## src/rtl/score_argmax.sv

```systemverilog
// score_argmax: streaming argmax over NUM_CLASSES unsigned class scores per image.
// Scores arrive one per accept beat (class 0 first). After the last class, the winning index
// and score are held on digit/digit_score with digit_valid until the consumer takes them.
// Ties keep the lower index.
// Optional feature: define ARGMAX_MARGIN_EN to add margin (best minus second best) and
// low_conf (margin < MARGIN_THRESH) outputs.
module score_argmax #(
  parameter int NUM_CLASSES   = 10,
  parameter int MARGIN_THRESH = 4
) (
  input  logic       clk,
  input  logic       rst,
  input  logic       score_valid,
  input  logic [7:0] score,
  output logic       score_ready,
  output logic       digit_valid,
  input  logic       digit_ready,
  output logic [3:0] digit,
  output logic [7:0] digit_score
`ifdef ARGMAX_MARGIN_EN
  ,
  output logic [7:0] margin,
  output logic       low_conf
`endif
);

  localparam logic [1:0] IDLE  = 2'd0;
  localparam logic [1:0] ACCUM = 2'd1;
  localparam logic [1:0] DONE  = 2'd2;

  localparam logic [3:0] LAST_IDX = 4'(NUM_CLASSES - 1);

  // The index is 4 bits wide and the margin threshold is compared as an 8-bit value.
  if (NUM_CLASSES < 2 || NUM_CLASSES > 16 || MARGIN_THRESH < 0 || MARGIN_THRESH > 255)
  begin : g_param_err
    $error("score_argmax: NUM_CLASSES must be 2..16 and MARGIN_THRESH 0..255");
  end

  logic [1:0] state_q, state_d;
  logic [3:0] cnt_q, cnt_d;
  logic [7:0] best_q, best_d;
  logic [3:0] best_idx_q, best_idx_d;
  logic [3:0] digit_q;
  logic [7:0] digit_score_q;

  logic accept;
  logic last_beat;

  assign score_ready = (state_q != DONE);
  assign digit_valid = (state_q == DONE);
  assign accept      = score_valid & score_ready;
  assign last_beat   = accept & (cnt_q == LAST_IDX);
  assign digit       = digit_q;
  assign digit_score = digit_score_q;

  // Running best: class 0 loads unconditionally, later classes win only on strictly greater.
  always_comb begin
    best_d     = best_q;
    best_idx_d = best_idx_q;
    if (accept) begin
      if (cnt_q == 4'd0) begin
        best_d     = score;
        best_idx_d = 4'd0;
      end else if (score > best_q) begin
        best_d     = score;
        best_idx_d = cnt_q;
      end
    end
  end

  // Next state and class counter; the counter wraps to 0 as the result is latched.
  always_comb begin
    state_d = state_q;
    cnt_d   = cnt_q;
    if (last_beat) begin
      cnt_d = 4'd0;
    end else if (accept) begin
      cnt_d = cnt_q + 4'd1;
    end
    case (state_q)
      IDLE:    if (last_beat) state_d = DONE; else if (accept) state_d = ACCUM;
      ACCUM:   if (last_beat) state_d = DONE;
      DONE:    if (digit_ready) state_d = IDLE;
      default: state_d = IDLE;
    endcase
  end

  // State, counter and running best registers.
  always_ff @(posedge clk or posedge rst) begin
    if (rst) begin
      state_q    <= IDLE;
      cnt_q      <= 4'd0;
      best_q     <= 8'd0;
      best_idx_q <= 4'd0;
    end else begin
      state_q    <= state_d;
      cnt_q      <= cnt_d;
      best_q     <= best_d;
      best_idx_q <= best_idx_d;
    end
  end

  // Result registers capture the final best on the last beat and hold until the next image ends.
  always_ff @(posedge clk or posedge rst) begin
    if (rst) begin
      digit_q       <= 4'd0;
      digit_score_q <= 8'd0;
    end else if (last_beat) begin
      digit_q       <= best_idx_d;
      digit_score_q <= best_d;
    end
  end

`ifdef ARGMAX_MARGIN_EN
  localparam logic [7:0] THRESH = 8'(MARGIN_THRESH);

  logic [7:0] second_q, second_d;
  logic [7:0] margin_q;
  logic       low_conf_q;
  logic [7:0] margin_d;

  assign margin   = margin_q;
  assign low_conf = low_conf_q;
  assign margin_d = best_d - second_d;

  // Second best: a displaced best becomes second; a tie with best lands here too (margin 0).
  always_comb begin
    second_d = second_q;
    if (accept) begin
      if (cnt_q == 4'd0) begin
        second_d = 8'd0;
      end else if (score > best_q) begin
        second_d = best_q;
      end else if (score > second_q) begin
        second_d = score;
      end
    end
  end

  // Second-best tracker plus margin outputs latched alongside the digit.
  always_ff @(posedge clk or posedge rst) begin
    if (rst) begin
      second_q   <= 8'd0;
      margin_q   <= 8'd0;
      low_conf_q <= 1'b0;
    end else begin
      second_q <= second_d;
      if (last_beat) begin
        margin_q   <= margin_d;
        low_conf_q <= (margin_d < THRESH);
      end
    end
  end
`else
  // Default build: result carries only the winning index and score.
`endif

endmodule
```

## config.mk

```make
export PLATFORM = sky130hd
export DESIGN_NAME = score_argmax
export DESIGN_NICKNAME = d
export VERILOG_FILES = /design/src/rtl/score_argmax.sv
export SDC_FILE = /design/constraint.sdc
export NUM_CORES = 1
export LEC_CHECK = 0
export BUFFER_PORTS_ARGS = -buffer_cell sky130_fd_sc_hd__buf_2
export CORE_MARGIN = 3
export CORE_UTILIZATION = 30
export CTS_BUF_LIST = sky130_fd_sc_hd__clkbuf_16
export DETAILED_ROUTE_END_ITERATION = 8
export SYNTH_ARGS = -nofsm -noshare
export SYNTH_HDL_FRONTEND = slang
export SYNTH_SLANG_ARGS = --single-unit
```

## constraint.sdc

```tcl
create_clock -name clk -period 3.22 [get_ports clk]
set_input_delay 0.322 -clock clk [delete_from_list [all_inputs] [get_ports clk]]
set_output_delay 0.322 -clock clk [all_outputs]
set_load 0.005 [all_outputs]
```

; Yosys cells after proc, flatten, opt, wreduce, memory -nomap -nowiden
; Cells that the tools add are included.
[totals]
register_bits = 30
latchBits = 0
mem_bits_rw = 0
mem_bits_ro = 0
inputBits = 12
output_inout_bits = 14
wordCells = 34
memories = 0
[classes]
n_addsub = 1
multipliers = 0
div = 0
n_lt_le_gt_ge = 1
eq_ne = 7
n_shift = 0
n_mux = 13
n_bitwise = 2
reduce_logical = 4
[op_table]
columns = operator, count
row1 = 2-to-1 mux 8 bit, 3
row2 = 2-to-1 mux 4 bit, 5
row3 = greater-than comparator 8 bit, 1
row4 = 2-to-1 mux 2 bit, 4
row5 = one-hot mux 2 bit (3 select lines), 1
row6 = adder 4 x 1 -> 4 bit (second input constant), 1
row7 = equality test 4 bit (second input constant), 1
row8 = zero test 4 bit, 1
row9 = inequality test 2 bit (second input constant), 2
row10 = inequality test 3 bit (second input constant), 1
row11 = AND reduction 3 bit, 1
row12 = AND 1 bit, 2
row13 = equality test 2 x 1 -> 1 bit (second input constant), 1
row14 = equality test 2 bit (second input constant), 1
row15 = zero test 2 bit, 1
row16 = inequality test 2 x 1 -> 1 bit (second input constant), 1
row17 = nonzero test 2 bit, 1

; Longest topological paths before layout
; Gate-level depths: netlist of run 1.
[depth]
depth_word = 5
mapped_depth = 9

; Worst setup path after synthesis of run 1
; No wires, ideal clock.
[synth_timing]
path_kind = register -> register
from = register best_q[7]
to = register best_q[0]
t_arrival_ps = 2027
required_ps = 3095
slack_ps = 1068
path_stages_with_launch = 9
n_path_buf = 1
path_cell_list = dfrtp_1 -> inv_1 -> ha_1 -> nand4_1 -> or3_1 -> and3_1 -> buf_6 -> a21oi_4 -> mux2_2
[synth_via]
elab_chain_len = 4
[synth_lines]
columns = element, line_no
row1 = from (decl), 41  ; logic [7:0] best_q, best_d;
row2 = from (signal assigned), 98  ; best_q <= best_d;
row3 = greater-than comparator 8 bit, 64  ; end else if (score > best_q) begin
row4 = 2-to-1 mux 8 bit, 64
row5 = 2-to-1 mux 8 bit, 61  ; if (cnt_q == 4'd0) begin
row6 = 2-to-1 mux 8 bit, 60  ; if (accept) begin
row7 = named net best_d[0], 41
; The timed path passes the listed nets, and every way through them passes these cells.
; A chain may end at the register's enable or synchronous reset.

; Worst setup path after layout of run 1
[layout_timing]
from = register best_q[7]
to = register best_q[3]
; The elaborated chain is that of the path after synthesis.

==> qor.txt, run 1 <==
======================================================================================================
I/O Pins                                                                                            26
CTS tree                                                                                          done
Power per standard cell area                                                               970 nW/um^2
Library cell with the largest summed area after synthesis                                 sky130_fd_sc_hd__dfrtp_1
Result of the run                                                                            completed
Post-synthesis to final-layout area growth                                                       20.7%
CTS sink count                                                                                      30
Clock transition at the register clock pins on the worst setup and hold paths after CTS        0.05 ns
Most common cell in the netlist                                                           sky130_fd_sc_hd__dfrtp_1
Unique masters post-synth                                                                           29
Vias post-DR                                                                                      1252
Total die area                                                                               6160 um^2
Global Route met2 Usage                                                                          0.188
Final number of max-transition violations                                                            0
Gpl congestion                                                                                   0.744
Post-layout nets                                                                                   213
Post-route clock period utilization                                                              0.770
MaxCap Viol Count                                                                                    0
Crit-path max FO                                                                                    14
Dominant cells by area after synthesis                                                    sky130_fd_sc_hd__dfrtp_1 48%, sky130_fd_sc_hd__ha_1 8.7%, sky130_fd_sc_hd__a21oi_1 6.0%
Net Count, Synth                                                                                   186
Most common library cells after synthesis                                                 30 x sky130_fd_sc_hd__dfrtp_1, 19 x sky130_fd_sc_hd__a21oi_1, 17 x sky130_fd_sc_hd__o21ai_0
Final Critical Period                                                                          2.48 ns
Placed cell area                                                                             1770 um^2
Worst Path Class, Setup                                                                        reg2reg
Total detailed-routing wirelength                                                              3470 um
Vias in the first global route                                                                    1270
HPWL after detailed placement                                                                  2450 um
Hold Vio Cnt, Final                                                                                  0
Height of the die                                                                              78.5 um
H-tree levels                                                                                        2
Remaining design rule violation count                                                                0
Arr. time, crit path                                                                           2.63 ns
RSZ-0062 raised after global routing                                                                no
Area of all placed cells without fillers                                                     1900 um^2
Core Area                                                                                    4910 um^2
Sum of overflow across all layers after global routing                                               0
Transition time at the pin with the least slew margin                                         0.623 ns
Post-route clock skew                                                                       0.00558 ns
Routing usage on met1                                                                            0.169
Antenna violations before repair                                                                     0
Fillers                                                                                            503
Slew Limit Headroom                                                                              0.584
Buffers added on ports                                                                              25
Effective utilization at floorplan                                                               0.321
Number of detailed-route iterations in the first pass                                                6
Synth Flop Type                                                                           sky130_fd_sc_hd__dfrtp_1
Worst-Skew Late Latency                                                                        0.27 ns
Sum of negative setup slack                                                                       0 ns
Nature of the critical path endpoint                                                              flop
Fraction of layout instances using a drive strength above 1                                      0.242
Fraction of synthesized cell area taken by the top area cell type                                0.477
Synth Area per Inst                                                                          9.66 um^2
Post-DRT Antenna Nets                                                                                0
Number of post-CTS setup repair buffers                                                              0
Gates resized, CTS repair                                                                            0
Data required time of the worst path                                                           3.37 ns
Largest net degree at the start of global routing                                                   31
Yosys reg bits                                                                                      30
Site Rows                                                                                           25
Drt wl/cell                                                                                    13.5 um
Max Buffers Root-to-Sink                                                                             2
Tot GR Track Use                                                                                 0.127
Share of synthesized registers carrying an async set or reset                                     1.00
Fraction of the yosys area taken by sequential cells                                             0.477
Synthesized instance count                                                                         163
Post-synthesis instance area                                                                 1580 um^2
Number of flops mapped to enable cells by yosys                                                      0
Worst voltage drop across the vdd grid                                                        0.293 mV
Leak pwr                                                                                      0.895 nW
Number of buffers inserted by hold repair at cts                                                     0
CP startpoint kind                                                                                flop
Min-delay worst type                                                                          in2async
Die width                                                                                      78.5 um
Per-cell via count in the routed design                                                           4.87
Met3 routing resource usage after global routing                                                0.0505
Root buffer cell                                                                          sky130_fd_sc_hd__clkbuf_16
Clock buffers created by TritonCTS                                                                   5
Global-route wire length before repair                                                         6090 um
FMAX                                                                                           403 MHz
DRT iter0 DRCs                                                                                      69
Busiest metal layer after global routing                                                          met2
Number of failing setup endpoints in the final timing report                                         0
Count of yosys warnings during synthesis                                                             0
Diodes inserted                                                                                      0
======================================================================================================
flip-flops by register name (all words and copies together) (netlist names):
name	cells
digit	4
state_q	2
cnt_q	4
best_q	8
digit_score	8
best_idx_q	4
metal layers:
metal  wire, um  vias up  share of wire
li1           -      629              -
met1       1650      587           0.47
met2       1600       32           0.46
met3        195        4          0.056
met4         31        0         0.0089
met5          0        -              0
logic make-up after synthesis:
group,Yosys count,share of synthesized area
compound gates,53,0.196
fa+ha+maj,11,0.0874
buf+inv,22,0.0580
flops,30,0.477
mux,9,0.0643
simple gates,38,0.118
through the flow:
step	util	power, W	std cells	hold WS [ns]	setup WS, ns
after CTS	0.387	0.00187	257	0.138	0.741
after floorplan	-	0.00121	163	0.413	1.07
final	0.387	0.00184	257	0.125	0.741
after global placement	0.360	0.00142	250	0.423	0.744
after detailed placement	0.360	0.00144	250	0.423	0.684
after global routing	0.387	0.00202	257	0.175	0.584
power by group:
| group | switching, W | internal [W] | leakage (nW) |
|---|---|---|---|
| sequential | 0.000115 | 0.000557 | 0.361 |
| clock | 0.000145 | 0.000274 | 0.0723 |
| combinational | 0.000420 | 0.000334 | 0.462 |
| total | 0.000680 | 0.00116 | 0.895 |
path summary, 6_finish.rpt:
check	startpoint	end	slack, ns	cells past startpoint
max reg2reg	best_q[7]$_DFF_PP0_	best_q[3]$_DFF_PP0_	0.74	7
min	rst	best_idx_q[3]$_DFF_PP0_	0.13	3
min in group clk	digit_ready	state_q[1]$_DFFE_PP0P_	0.26	2
max in group asynchronous	rst	best_q[1]$_DFF_PP0_	2.81	3
max	best_q[7]$_DFF_PP0_	best_q[3]$_DFF_PP0_	0.74	7
min reg2reg	digit[3]$_DFFE_PP0N_	digit[3]$_DFFE_PP0N_	0.48	2
cell type report:
cell class | count | area [um^2] | share of cell area
Inverter | 14 | 52.6 | 0.0276
Clock buffer | 5 | 125 | 0.0658
Tap cell | 67 | 83.8 | 0.0441
Timing Repair Buffer | 28 | 148 | 0.0777
Clock inverter | 2 | 7.51 | 0.00395
Sequential cell | 30 | 751 | 0.395
Multi-Input combinational cell | 111 | 733 | 0.386
cell usage in the layout (no fill, tap or decap), types with 7 or more instances in the layout:
| cell type | synthesis | routed |
|---|---|---|
| sky130_fd_sc_hd__inv_1 | 14 | 16 |
| sky130_fd_sc_hd__nor2_1 | 13 | 13 |
| sky130_fd_sc_hd__mux2_2 | 8 | 8 |
| sky130_fd_sc_hd__a31oi_1 | 10 | 10 |
| sky130_fd_sc_hd__o21ai_0 | 17 | 17 |
| sky130_fd_sc_hd__nand3_1 | 8 | 8 |
| sky130_fd_sc_hd__a21oi_1 | 19 | 19 |
| sky130_fd_sc_hd__ha_1 | 11 | 11 |
| sky130_fd_sc_hd__nand2_1 | 7 | 7 |
| sky130_fd_sc_hd__dfrtp_1 | 30 | 30 |
| sky130_fd_sc_hd__buf_2 | 1 | 25 |
worst max-delay path, stage by stage, from the launching register on:
cell and delay [ns]:
sky130_fd_sc_hd__dfrtp_1 0.35, sky130_fd_sc_hd__inv_1 0.05, sky130_fd_sc_hd__ha_1 0.30, sky130_fd_sc_hd__nand4_1 0.12
sky130_fd_sc_hd__or3_1 0.37, sky130_fd_sc_hd__and3_1 0.38, sky130_fd_sc_hd__a21oi_4 0.41, sky130_fd_sc_hd__mux2_2 0.38
(Power assumes the default switching activity.)
==> inputs of run 2 (changes only) <==
Settings changed: ABC_AREA set to 1.
Clock period 3.22 ns to 2.6 ns, I/O delays scaled along.
==> qor.txt, run 2 <==
======================================================================================================
Total detailed-routing wirelength                                                              3250 um   was 3470 um
Power per standard cell area                                                              1110 nW/um^2   was 970 nW/um^2
Worst-Skew Late Latency                                                                        0.27 ns   about the same
Library cell with the largest summed area after synthesis                                 sky130_fd_sc_hd__dfrtp_1   unchanged
Highest-delay cell along the critical path                                                sky130_fd_sc_hd__dfrtp_1   was sky130_fd_sc_hd__a21oi_4
Diodes inserted                                                                                      0   unchanged
Post-route clock period utilization                                                              0.738   was 0.770
Arr. time, crit path                                                                           2.08 ns   was 2.63 ns
Post-layout nets                                                                                   242   was 213
Transition time at the pin with the least slew margin                                         0.487 ns   was 0.623 ns
Fraction of synthesized cell area taken by the top area cell type                                0.452   was 0.477
Net Count, Synth                                                                                   212   was 186
Result of the run                                                                            completed   unchanged
Sum of overflow across all layers after global routing                                               0   unchanged
Yosys reg bits                                                                                      30   unchanged
Fillers                                                                                            541   was 503
Fraction of layout instances using a drive strength above 1                                      0.245   was 0.242
FMAX                                                                                           521 MHz   was 403 MHz
Total die area                                                                               6460 um^2   was 6160 um^2
Count of yosys warnings during synthesis                                                             0   unchanged
Nature of the critical path endpoint                                                              flop   unchanged
Buffers added on ports                                                                              25   unchanged
Number of detailed-route iterations in the first pass                                                4   was 6
Drt wl/cell                                                                                    11.2 um   was 13.5 um
Gpl congestion                                                                                   0.736   was 0.744
Logic depth of the worst register-to-register path                                                  10   was 7
Fin util                                                                                         0.386   was 0.387
H-tree levels                                                                                        2   unchanged
CTS tree                                                                                          done   unchanged
Worst reg2reg startpoint                                                                  best_q[7]$_DFF_PP0_   unchanged
Gates resized, CTS repair                                                                            0   unchanged
Hold Vio Cnt, Final                                                                                  0   unchanged
Worst R2R End                                                                             best_q[5]$_DFF_PP0_   was best_q[3]$_DFF_PP0_
Clock transition at the register clock pins on the worst setup and hold paths after CTS        0.05 ns   about the same
Power after layout                                                                           0.00224 W   was 0.00184 W
HPWL after detailed placement                                                                  2310 um   was 2450 um
Largest net degree at the start of global routing                                                   31   unchanged
Worst Path Class, Setup                                                                        reg2reg   unchanged
Root buffer cell                                                                          sky130_fd_sc_hd__clkbuf_16   unchanged
Number of post-CTS setup repair buffers                                                              0   unchanged
Share of synthesized registers carrying an async set or reset                                     1.00   unchanged
MaxCap Viol Count                                                                                    0   unchanged
RSZ-0062 raised after global routing                                                                no   unchanged
Number of flops mapped to enable cells by yosys                                                      0   unchanged
CP Cell Sequence                                                                          inv_1 > ha_1 > nand2_1 > nor2_4 > nand2_1 > nand2_2 > nand2_2 > nand2_2 > nand2_1 > and2_1   was inv_1 > ha_1 > nand4_1 > or3_1 > and3_1 > a21oi_4 > mux2_2
Core Area                                                                                    5240 um^2   was 4910 um^2
Fraction of the yosys area taken by sequential cells                                             0.452   was 0.477
Leak pwr                                                                                       1.09 nW   was 0.895 nW
Vias post-DR                                                                                      1266   was 1252
Most common cell in the netlist                                                           sky130_fd_sc_hd__nand2_1   was sky130_fd_sc_hd__dfrtp_1
Synth Flop Type                                                                           sky130_fd_sc_hd__dfrtp_1   unchanged
Data required time of the worst path                                                           2.76 ns   was 3.37 ns
Post-route clock skew                                                                       0.00377 ns   was 0.00558 ns
I/O Pins                                                                                            26   unchanged
Most frequent standard cell in the layout excluding fill and tap cells                    sky130_fd_sc_hd__nand2_1   was sky130_fd_sc_hd__dfrtp_1
Synth Area per Inst                                                                          8.78 um^2   was 9.66 um^2
CTS sink count                                                                                      30   unchanged
Die width                                                                                      80.4 um   was 78.5 um
Unique masters post-synth                                                                           27   was 29
DRT iter0 DRCs                                                                                      56   was 69
Effective utilization at floorplan                                                               0.317   was 0.321
Slew Limit Headroom                                                                              0.675   was 0.584
Vias in the first global route                                                                    1271   was 1270
Antenna violations before repair                                                                     0   unchanged
Tot GR Track Use                                                                                 0.112   was 0.127
Crit-path max FO                                                                                    13   was 14
Clock buffers created by TritonCTS                                                                   5   unchanged
Remaining design rule violation count                                                                0   unchanged
Post-synthesis instance area                                                                 1660 um^2   was 1580 um^2
CP startpoint kind                                                                                flop   unchanged
Post-DRT Antenna Nets                                                                                0   unchanged
Final hold slack                                                                             0.0638 ns   was 0.125 ns
Slack of the worst reg-to-reg path                                                             0.68 ns   was 0.74 ns
Height of the die                                                                              80.4 um   was 78.5 um
Min-delay worst type                                                                          in2async   unchanged
Dominant cells by area after synthesis                                                    sky130_fd_sc_hd__dfrtp_1 45%, sky130_fd_sc_hd__nand2_1 11%, sky130_fd_sc_hd__ha_1 8.3%   was sky130_fd_sc_hd__dfrtp_1 48%, sky130_fd_sc_hd__ha_1 8.7%, sky130_fd_sc_hd__a21oi_1 6.0%
Commonest non-fill, non-tap cells in the layout                                           48 x sky130_fd_sc_hd__nand2_1, 30 x sky130_fd_sc_hd__dfrtp_1, 28 x sky130_fd_sc_hd__inv_1   was 30 x sky130_fd_sc_hd__dfrtp_1, 25 x sky130_fd_sc_hd__buf_2, 19 x sky130_fd_sc_hd__a21oi_1
Final number of max-transition violations                                                            0   unchanged
Max Buffers Root-to-Sink                                                                             2   unchanged
Global-route wire length before repair                                                         5550 um   was 6090 um
Site Rows                                                                                           26   was 25
Most common library cells after synthesis                                                 48 x sky130_fd_sc_hd__nand2_1, 30 x sky130_fd_sc_hd__dfrtp_1, 28 x sky130_fd_sc_hd__inv_1   was 30 x sky130_fd_sc_hd__dfrtp_1, 19 x sky130_fd_sc_hd__a21oi_1, 17 x sky130_fd_sc_hd__o21ai_0
Per-cell via count in the routed design                                                           4.37   was 4.87
Worst voltage drop across the vdd grid                                                        0.506 mV   was 0.293 mV
Number of buffers inserted by hold repair at cts                                                     0   unchanged
Post-synthesis to final-layout area growth                                                       21.7%   was 20.7%
Sum of negative setup slack                                                                       0 ns   unchanged
Number of failing setup endpoints in the final timing report                                         0   unchanged
Crit path from                                                                            best_q[7]$_DFF_PP0_   unchanged
Peak per-stage delay on the critical path                                                      0.31 ns   was 0.41 ns
Final Critical Period                                                                          1.92 ns   was 2.48 ns
Synthesized instance count                                                                         189   was 163
======================================================================================================
## run 2: worst max path at each step
stage / end / cells after the start
after global routing: best_q[2]$_DFF_PP0_ / 10
final: best_q[5]$_DFF_PP0_ / 10
after CTS: best_q[5]$_DFF_PP0_ / 10
after global placement: best_q[0]$_DFF_PP0_ / 10
after floorplan: best_q[1]$_DFF_PP0_ / 9
after detailed placement: best_q[1]$_DFF_PP0_ / 10
## run 2: final cells by class
| class | count | area (um^2) | share of cell area |
|---|---|---|---|
| well taps | 70 | 87.6 | 0.0433 |
| repair buffers | 27 | 140 | 0.0693 |
| clock inverters | 3 | 40.0 | 0.0198 |
| clock buffers | 5 | 125 | 0.0619 |
| multi-input cells | 123 | 749 | 0.371 |
| inverters | 32 | 128 | 0.0632 |
| flip-flops and latches | 30 | 751 | 0.372 |
## run 2: worst max-delay path, delay by kind of cell, from the launching register on
| family | cells | cell delay (ns) |
|---|---|---|
| buffers and inverters | 1 | 0.05 |
| AND/OR/NAND/NOR | 8 | 1.14 |
| flip-flops | 1 | 0.31 |
| adder cells (fa/ha/maj) | 1 | 0.29 |
## run 2: kinds of logic after synthesis
family,after synthesis,synth area share
adder cells (fa/ha/maj),11,0.0829
flip-flops,30,0.452
AND/OR/NAND/NOR,100,0.322
buffers and inverters,36,0.0965
AO/OA/AOI/OAI,12,0.0467
## run 2: layer usage
metal  wire length (um)  global-route usage  vias to the layer above
li1                   -                   -                      658
met4                 42              0.0507                        0
met1               1560               0.144                      583
met3                154              0.0348                        5
met2               1490               0.171                       20
met5                  0                   0                        -
## run 2: through the flow
stage / worst slack [ns] / instances / instance area, um^2
6_report: 0.681 / 290 / 2020
5_1_grt: 0.491 / 290 / 2020
4_1_cts: 0.657 / 290 / 2020
3_5_place_dp: 0.656 / 282 / 1860
3_3_place_gp: 0.684 / 282 / 1860
2_1_floorplan: 1.01 / 189 / 1660
## run 2: power breakdown
| group | internal (W) | switching [W] | total [W] |
|---|---|---|---|
| clock | 0.000447 | 0.000202 | 0.000649 |
| sequential | 0.000679 | 0.0000931 | 0.000772 |
| combinational | 0.000341 | 0.000482 | 0.000824 |
| total | 0.00147 | 0.000777 | 0.00224 |
